[src/rtl/mii_rx_framer.sv]
// mii_rx_framer: assembles MII/RMII receive beats into bytes, strips the
// preamble/SFD, checks FCS and length, and reports per-frame status and
// running good/bad frame counts.
module mii_rx_framer #(
    parameter int DATA_W    = 4,
    parameter int MIN_FRAME = 64,
    parameter int MAX_FRAME = 1518,
    parameter int CNT_W     = 32
) (
    input  logic              enet_rx_clk,
    input  logic              i_reset,
    input  logic              i_rx_dv,
    input  logic              i_rx_er,
    input  logic [DATA_W-1:0] i_rx_data,
    output logic [7:0]        o_byte,
    output logic              o_byte_valid,
    output logic              o_sof,
    output logic              o_eof,
    output logic              o_frame_ok,
    output logic [4:0]        o_status,
    output logic [15:0]       o_last_len,
    output logic [CNT_W-1:0]  o_good_frames,
    output logic [CNT_W-1:0]  o_bad_frames
);

    localparam int          BEATS   = 8 / DATA_W;
    localparam int          IDX_W   = $clog2(BEATS);
    localparam logic [15:0] MIN_LEN = 16'(MIN_FRAME);
    localparam logic [15:0] MAX_LEN = 16'(MAX_FRAME);
    localparam logic [31:0] POLY    = 32'hEDB88320;  // 0x04C11DB7 reflected
    localparam logic [31:0] RESIDUE = 32'hC704DD7B;  // MSB-first view of a good-frame register

    typedef enum logic [1:0] {IDLE, PREAMBLE, DATA, DROP} state_t;

    state_t                  state, nxt_state;
    logic [IDX_W-1:0]        beat_idx;
    logic [8-DATA_W-1:0]     part;        // earlier beats of the byte in flight
    logic [7:0]              cur_byte;    // byte as it stands with this beat added
    logic                    last_beat;
    logic                    seen_55;
    logic                    first_cyc;   // first clock after reset release
    logic [31:0]             crc;
    logic [15:0]             byte_cnt;
    logic                    er_seen;
    logic                    fcs_bad;
    logic [4:0]              status_nxt;
    logic                    frame_init, byte_done, end_frame, saw_55;

    // LSB-first reflected CRC-32 update, one byte
    function automatic logic [31:0] crc_byte(input logic [31:0] c, input logic [7:0] b);
        logic [31:0] r;
        r = c;
        for (int i = 0; i < 8; i++) begin
            if (r[0] ^ b[i]) r = {1'b0, r[31:1]} ^ POLY;
            else             r = {1'b0, r[31:1]};
        end
        return r;
    endfunction

    function automatic logic [31:0] rev32(input logic [31:0] v);
        logic [31:0] r;
        for (int i = 0; i < 32; i++) r[i] = v[31-i];
        return r;
    endfunction

    // New beats enter at the top and earlier ones slide down, so beat k lands in bits [k*DATA_W +: DATA_W]
    assign cur_byte   = {i_rx_data, part};
    assign last_beat  = (beat_idx == IDX_W'(BEATS - 1));
    assign fcs_bad    = (rev32(crc) != RESIDUE);
    assign status_nxt = {beat_idx != '0, er_seen | i_rx_er,
                         byte_cnt > MAX_LEN, byte_cnt < MIN_LEN, fcs_bad};

    // State register
    always_ff @(posedge enet_rx_clk) begin
        if (i_reset) state <= IDLE;
        else         state <= nxt_state;
    end

    // Next-state logic
    always_comb begin
        nxt_state = state;
        case (state)
            IDLE: begin
                if (i_rx_dv) nxt_state = first_cyc ? DROP : PREAMBLE;
            end
            PREAMBLE: begin
                if (!i_rx_dv)      nxt_state = IDLE;
                else if (i_rx_er)  nxt_state = DROP;
                else if (last_beat) begin
                    if (cur_byte == 8'h55)                nxt_state = PREAMBLE;
                    else if (cur_byte == 8'hD5 && seen_55) nxt_state = DATA;
                    else                                   nxt_state = DROP;
                end
            end
            DATA:    if (!i_rx_dv) nxt_state = IDLE;
            DROP:    if (!i_rx_dv) nxt_state = IDLE;
            default: nxt_state = IDLE;
        endcase
    end

    // Per-state actions driving the datapath
    always_comb begin
        frame_init = 1'b0;
        byte_done  = 1'b0;
        end_frame  = 1'b0;
        saw_55     = 1'b0;
        case (state)
            PREAMBLE: begin
                frame_init = 1'b1;
                saw_55     = i_rx_dv && !i_rx_er && last_beat && (cur_byte == 8'h55);
            end
            DATA: begin
                byte_done = i_rx_dv && last_beat;
                end_frame = !i_rx_dv;
            end
            default: ;
        endcase
    end

    // Beat assembly, CRC/length tracking, byte output and end-of-frame report
    always_ff @(posedge enet_rx_clk) begin
        if (i_reset) begin
            first_cyc     <= 1'b1;
            beat_idx      <= '0;
            part          <= '0;
            seen_55       <= 1'b0;
            crc           <= '1;
            byte_cnt      <= '0;
            er_seen       <= 1'b0;
            o_byte        <= '0;
            o_byte_valid  <= 1'b0;
            o_sof         <= 1'b0;
            o_eof         <= 1'b0;
            o_frame_ok    <= 1'b0;
            o_status      <= '0;
            o_last_len    <= '0;
            o_good_frames <= '0;
            o_bad_frames  <= '0;
        end else begin
            first_cyc    <= 1'b0;
            o_byte_valid <= 1'b0;
            o_sof        <= 1'b0;
            o_eof        <= 1'b0;

            // Beat index restarts at the first valid beat seen from IDLE
            if (state == IDLE)  beat_idx <= i_rx_dv ? IDX_W'(1) : '0;
            else if (i_rx_dv)   beat_idx <= beat_idx + IDX_W'(1);
            if (i_rx_dv)        part <= cur_byte[7:DATA_W];

            if (state == IDLE)  seen_55 <= 1'b0;
            else if (saw_55)    seen_55 <= 1'b1;

            if (frame_init) begin
                crc      <= '1;
                byte_cnt <= '0;
                er_seen  <= 1'b0;
            end

            if (state == DATA && i_rx_dv && i_rx_er) er_seen <= 1'b1;

            // Bytes past MAX_FRAME are still counted and checked, just not presented
            if (byte_done) begin
                crc <= crc_byte(crc, cur_byte);
                if (byte_cnt != 16'hFFFF) byte_cnt <= byte_cnt + 16'd1;
                if (byte_cnt < MAX_LEN) begin
                    o_byte       <= cur_byte;
                    o_byte_valid <= 1'b1;
                    o_sof        <= (byte_cnt == 16'd0);
                end
            end

            if (end_frame) begin
                o_eof      <= 1'b1;
                o_status   <= status_nxt;
                o_frame_ok <= (status_nxt == 5'd0);
                o_last_len <= byte_cnt;
                if (status_nxt == 5'd0) o_good_frames <= o_good_frames + CNT_W'(1);
                else                    o_bad_frames  <= o_bad_frames + CNT_W'(1);
            end
        end
    end

endmodule
[config.mk]
export PLATFORM = sky130hd
export DESIGN_NAME = mii_rx_framer
export DESIGN_NICKNAME = d
export VERILOG_FILES = /design/src/rtl/mii_rx_framer.sv
export SDC_FILE = /design/constraint.sdc
export NUM_CORES = 1
export LEC_CHECK = 0
export CELL_PAD_IN_SITES_DETAIL_PLACEMENT = 0
export CELL_PAD_IN_SITES_GLOBAL_PLACEMENT = 1
export CORE_MARGIN = 8
export CORE_UTILIZATION = 33
export CTS_BUF_LIST = sky130_fd_sc_hd__clkbuf_8
export CTS_CLUSTER_DIAMETER = 80
export DETAILED_ROUTE_END_ITERATION = 16
export PLACE_DENSITY_LB_ADDON = 0.1
export SYNTH_ARGS = -nofsm -noshare
export SYNTH_HDL_FRONTEND = slang
export SYNTH_SLANG_ARGS = --single-unit
[constraint.sdc]
create_clock -name enet_rx_clk -period 3.47 [get_ports enet_rx_clk]
set_input_delay 0.694 -clock enet_rx_clk [delete_from_list [all_inputs] [get_ports enet_rx_clk]]
set_output_delay 0.694 -clock enet_rx_clk [all_outputs]
set_load 0.02 [all_outputs]
==> qor.csv, run 1 <==
metric,value,unit
outcome,"complete, no violations",
power_frac_clock,39.2,%
cts_sinks,155,
grt_overflow,0,
post_cts_resized,0,
hold_depth,1,
vdd_drop_max,0.229,mV
power_switching,0.000974,W
dpl.cell_count,1267,
nNetsFinal,1014,
drv_cap,0,
synth_nets,915,
post-cts-setup-buffers,0,
power_density,375,nW/µm²
power.share.sequential,51.6,%
cts_hold_buf,0,
setup_violations,0,
avgSynthCellArea,8.29,µm²
place.gp.congestion,0.759,
grt_pass1_wl,36.3,mm
worst-path-max-fanout,12,
swShare,27.8,%
clk_latency,460,ps
vias,6754,
drive_gt1_share,8.37,%
critPathMaxStageDelay,500,ps
dominantRegCellSynth,dfxtp_1,
yosysUniqueCellTypes,56,
pwr-share-comb,9.2,%
crit_path_top_delay_cell,or3b_2,
rsz0062_at_grt,false,
route.detailed.drc,0,
period_share,82.8,%
antenna_found_initial,0,
clkTransAtPathRegs,90,ps
rr_worst_depth,8,
dieArea,27800,µm²
cts_made_buffers,17,
drv_slew,0,
rows,55,
whs,440,ps
tightest_slew,1070,ps
synthCells,903,
hold_class,in -> reg,
tns,0,ps
grt_usage,15.8,%
grt_max_degree,78,
synthArstFlopShare,0,%
wl_per_cell,16.7,µm
hold_viol,0,
arrival,3220,ps
fmax,348,MHz
internal_power,0.00253,W
clockBufferDepth,2,
cp.required,3820,ps
coreArea,22400,µm²
period_needed,2870,ps
final_antenna_net_count,0,
pin_count,105,
area_growth,24.5,%
ys_warn_count,0,
finalClockSkew,17.9,ps
chipWidth,167,µm
drt_iter0_drc,394,
viasPerCell,5.20,
die_h,167,µm
drt_first_pass_iters,7,
ys_seq_elements,155,
insertedDiodeCount,0,
yosysSeqAreaShare,41.4,%
relSlewSlack,28.8,%
fin_cells,1300,
p_leak,3.11,nW
startpoint_type,primary input,
initial_core_util,33.4,%
power,0.00350,W
synth_edf_count,0,
io_buffers,104,
wl,21.7,mm
critical_path_class,in -> reg,
htreeDepth,4,
hpwl,14.9,mm
grt_pass1_vias,6489,
root_buffer,clkbuf_8,
netlist_area,7490,µm²
n_fill_cell,2290,
final_core_util,41.6,%
end_kind,flip-flop,
cts_tree,yes,
path_cells,clkdlybuf4s50_1 > or3b_2 > a2111oi_1 > o2111ai_1 > buf_12 > nor4_4 > buf_4 > a21oi_1 > a31o_2,
metal layers:
layer | up-vias | global-route usage [%] | routed length (µm)
met2 | 130 | 24.2 | 9820
met4 | 0 | 3.21 | 71
li1 | 3412 | - | -
met3 | 7 | 3.76 | 881
met5 | - | 0 | 0
met1 | 3205 | 22.1 | 10900
through the flow:
stage                     cell area (µm²)  setup slack (ps)
after floorplan                      7490               741
after global placement               8930               177
after detailed placement             8930               108
after CTS                            9320               289
after global routing                 9330               389
final                                9330               596
synthesized netlist by cell type, types with 3 or more instances:
cell type | number | area (µm²)
dfxtp_1 | 155 | 3100
nor2_1 | 96 | 360
nand2_1 | 85 | 319
xnor2_1 | 69 | 604
a21oi_1 | 67 | 335
o21ai_0 | 53 | 265
clkbuf_1 | 48 | 180
nor3_1 | 37 | 185
nand3_1 | 29 | 145
or3_1 | 25 | 156
nand4_1 | 23 | 144
nor4_1 | 20 | 125
xor2_1 | 20 | 175
and3_1 | 15 | 93.8
o31ai_1 | 15 | 113
or4_1 | 15 | 113
inv_1 | 14 | 52.6
mux2i_1 | 13 | 130
a21o_1 | 9 | 67.6
buf_1 | 7 | 26.3
o211ai_1 | 7 | 52.6
a311oi_1 | 6 | 52.6
and2_1 | 5 | 31.3
nand3b_1 | 5 | 37.5
nor2b_1 | 5 | 31.3
and4_1 | 4 | 35.0
buf_2 | 4 | 20.0
ha_1 | 4 | 50.1
a211oi_1 | 3 | 22.5
a31o_2 | 3 | 26.3
a31oi_1 | 3 | 18.8
nand4b_1 | 3 | 26.3
o2111ai_1 | 3 | 26.3
or4b_1 | 3 | 30.0
or4b_2 | 3 | 30.0
flip-flops by register name, summed over array words and instances, names as in the netlist, 2 cells and up:
name           cells
o_last_len        16
o_status           5
o_bad_frames      32
o_good_frames     32
byte_cnt          16
o_byte             8
crc               32
part               4
state              2
layout by cell type (no fill, tap or decap), drive strengths merged, types with 23 or more instances in the layout:
master         instances
nor2                  96
nand3                 29
buf                   35
nor4                  23
clkdlybuf4s50        103
nor3                  38
nand2                 85
o21ai                 53
a21oi                 67
or3                   25
nand4                 23
xnor2                 71
dfxtp                155
power by group through the flow:
stage / registers (W) / clock network (W) / logic [W]
floorplan: 0.00185 / 0 / 0.000227
global placement: 0.00185 / 0 / 0.000326
detailed placement: 0.00185 / 0 / 0.000323
CTS: 0.00181 / 0.00142 / 0.000326
global route: 0.00181 / 0.00150 / 0.000353
finish: 0.00181 / 0.00137 / 0.000322
cell families after synthesis:
family	Yosys count	share of synthesized area (%)
simple gates	388	27.0
compound gates	175	13.8
flops	155	41.4
xor+xnor	92	11.1
buf+inv	73	3.73
mux	16	2.19
fa+ha+maj	4	0.668
layout make-up:
cell class	count	area (µm²)	area share, %
timing repair buffer	139	1310	14.1
clock buffer	18	248	2.66
clock inverter	14	138	1.48
sequential	155	3100	33.3
tap	285	357	3.82
multi-input combinational	675	4120	44.1
inverter	14	52.6	0.564
path summary, 6_finish.rpt:
check                              startpoint                 to  slack [ps]
worst max-delay path                  i_rx_dv  o_good_frames[28]         600
worst min-delay path                  i_reset          first_cyc         440
worst max register to register   byte_cnt[12]  o_good_frames[28]         610
worst min register to register  o_last_len[8]      o_last_len[8]         460
critical path, delay by kind of cell:
kind                   cells  cell delay (ps)
buffers and inverters      3              830
AO/OA/AOI/OAI              4              870
AND/OR/NAND/NOR            2              820
Note: power is estimated with default switching activity, not from simulation.
==> run 2, diff against run 1 <==
clock period = 2.69 ns   (was 3.47 ns; I/O delays follow)
==> qor.csv, run 2 (synthesized netlist as in run 1, its figures left out) <==
metric,value,unit
cts_tree,yes,
drt_first_pass_iters,4,
htreeDepth,4,
cp.required,3090,ps
final_core_util,43.5,%
drv_slew,0,
vias,6891,
rsz0062_at_grt,false,
cts_hold_buf,0,
die_h,167,µm
nNetsFinal,1067,
final_cell_mix,"155 x dfxtp_1, 103 x clkdlybuf4s50_1, 95 x nor2_1, 85 x nand2_1, 85 x buf_4",
tightest_slew,832,ps
place.gp.congestion,0.801,
relSlewSlack,44.6,%
power_density,456,nW/µm²
io_buffers,104,
end_kind,flip-flop,
post-cts-setup-buffers,0,
outcome,"complete, no violations",
pin_count,105,
insertedDiodeCount,0,
fmax,391,MHz
viasPerCell,5.09,
hold_viol,0,
hold_class,in -> reg,
rows,55,
startpoint_type,flip-flop,
cts_made_buffers,17,
clockBufferDepth,2,
finalClockSkew,23.8,ps
hpwl,15.6,mm
cts_sinks,155,
grt_pass1_vias,6726,
clkTransAtPathRegs,90,ps
antenna_found_initial,0,
power,0.00445,W
layout_commonest_cell,dfxtp_1,
wl_per_cell,16.4,µm
grt_usage,15.9,%
worst-path-max-fanout,4,
setup_violations,0,
whs,443,ps
chipWidth,167,µm
drt_iter0_drc,385,
dpl.cell_count,1321,
period_share,95.0,%
arrival,2950,ps
grt_pass1_wl,36.3,mm
area_growth,30.5,%
grt_overflow,0,
root_buffer,clkbuf_8,
route.detailed.drc,0,
vdd_drop_max,0.257,mV
p_leak,3.37,nW
drive_gt1_share,13.5,%
clk_latency,470,ps
coreArea,22400,µm²
critical_path_class,reg -> reg,
dieArea,27800,µm²
wl,22.1,mm
fin_cells,1353,
initial_core_util,33.4,%
grt_max_degree,77,
final_antenna_net_count,0,
drv_cap,0,
reg_top3,"crc: 32 flops, o_bad_frames: 32 flops, o_good_frames: 32 flops",
period_needed,2560,ps
==> run 2: what timing repair did <==
action,4_1_cts,5_1_grt
resized for setup,1,8
pin swaps,0,2
endpoints found under the setup margin,2,38
==> run 2: layer usage <==
metal / global-route usage, % / vias to the layer above / share of wire, %
li1: - / 3523 / -
met1: 20.9 / 3239 / 49
met2: 25.7 / 115 / 46
met3: 3.52 / 14 / 3.9
met4: 4.78 / 0 / 0.93
met5: 0 / - / 0
==> run 2: path summary, 6_finish.rpt <==
| kind | start | endpoint | slack [ps] | cells past startpoint |
|---|---|---|---|---|
| worst max-delay path | crc[29] | o_good_frames[9] | 130 | 8 |
| worst min-delay path | i_reset | o_byte_valid | 440 | 3 |
| worst max register to register | crc[29] | o_good_frames[9] | 130 | 8 |
| worst min register to register | o_last_len[8] | o_last_len[8] | 460 | 2 |
==> run 2: cell type report <==
cell class | instances | area [µm²]
clock inverters | 14 | 111
well taps | 285 | 357
inverters | 14 | 52.6
flip-flops and latches | 155 | 3100
clock buffers | 18 | 248
repair buffers | 192 | 1740
fillers | 2305 | 12700
multi-input cells | 675 | 4150
==> run 2: per-stage QoR <==
stage               cell area, µm²  setup slack, ps  setup TNS (ps)
finish                        9770              134               0
global route                  9770             8.39               0
CTS                           9730             10.4               0
detailed placement            9370             -405           -8850
global placement              9370             -369           -8740
floorplan                     7490              117               0
==> run 2: power breakdown <==
part	internal [W]	total [W]	switching [W]
registers	0.00231	0.00233	0.0000163
logic	0.000208	0.000465	0.000257
clock network	0.000680	0.00166	0.000982
==> run 2: worst max-delay path, cell delays in order, from the launching register on <==
cell	delay [ps]
dfxtp_1	320
buf_4	140
or4bb_1	490
nor4_2	230
buf_4	170
o2111ai_2	190
or2_4	310
or4_1	500
a21oi_1	140
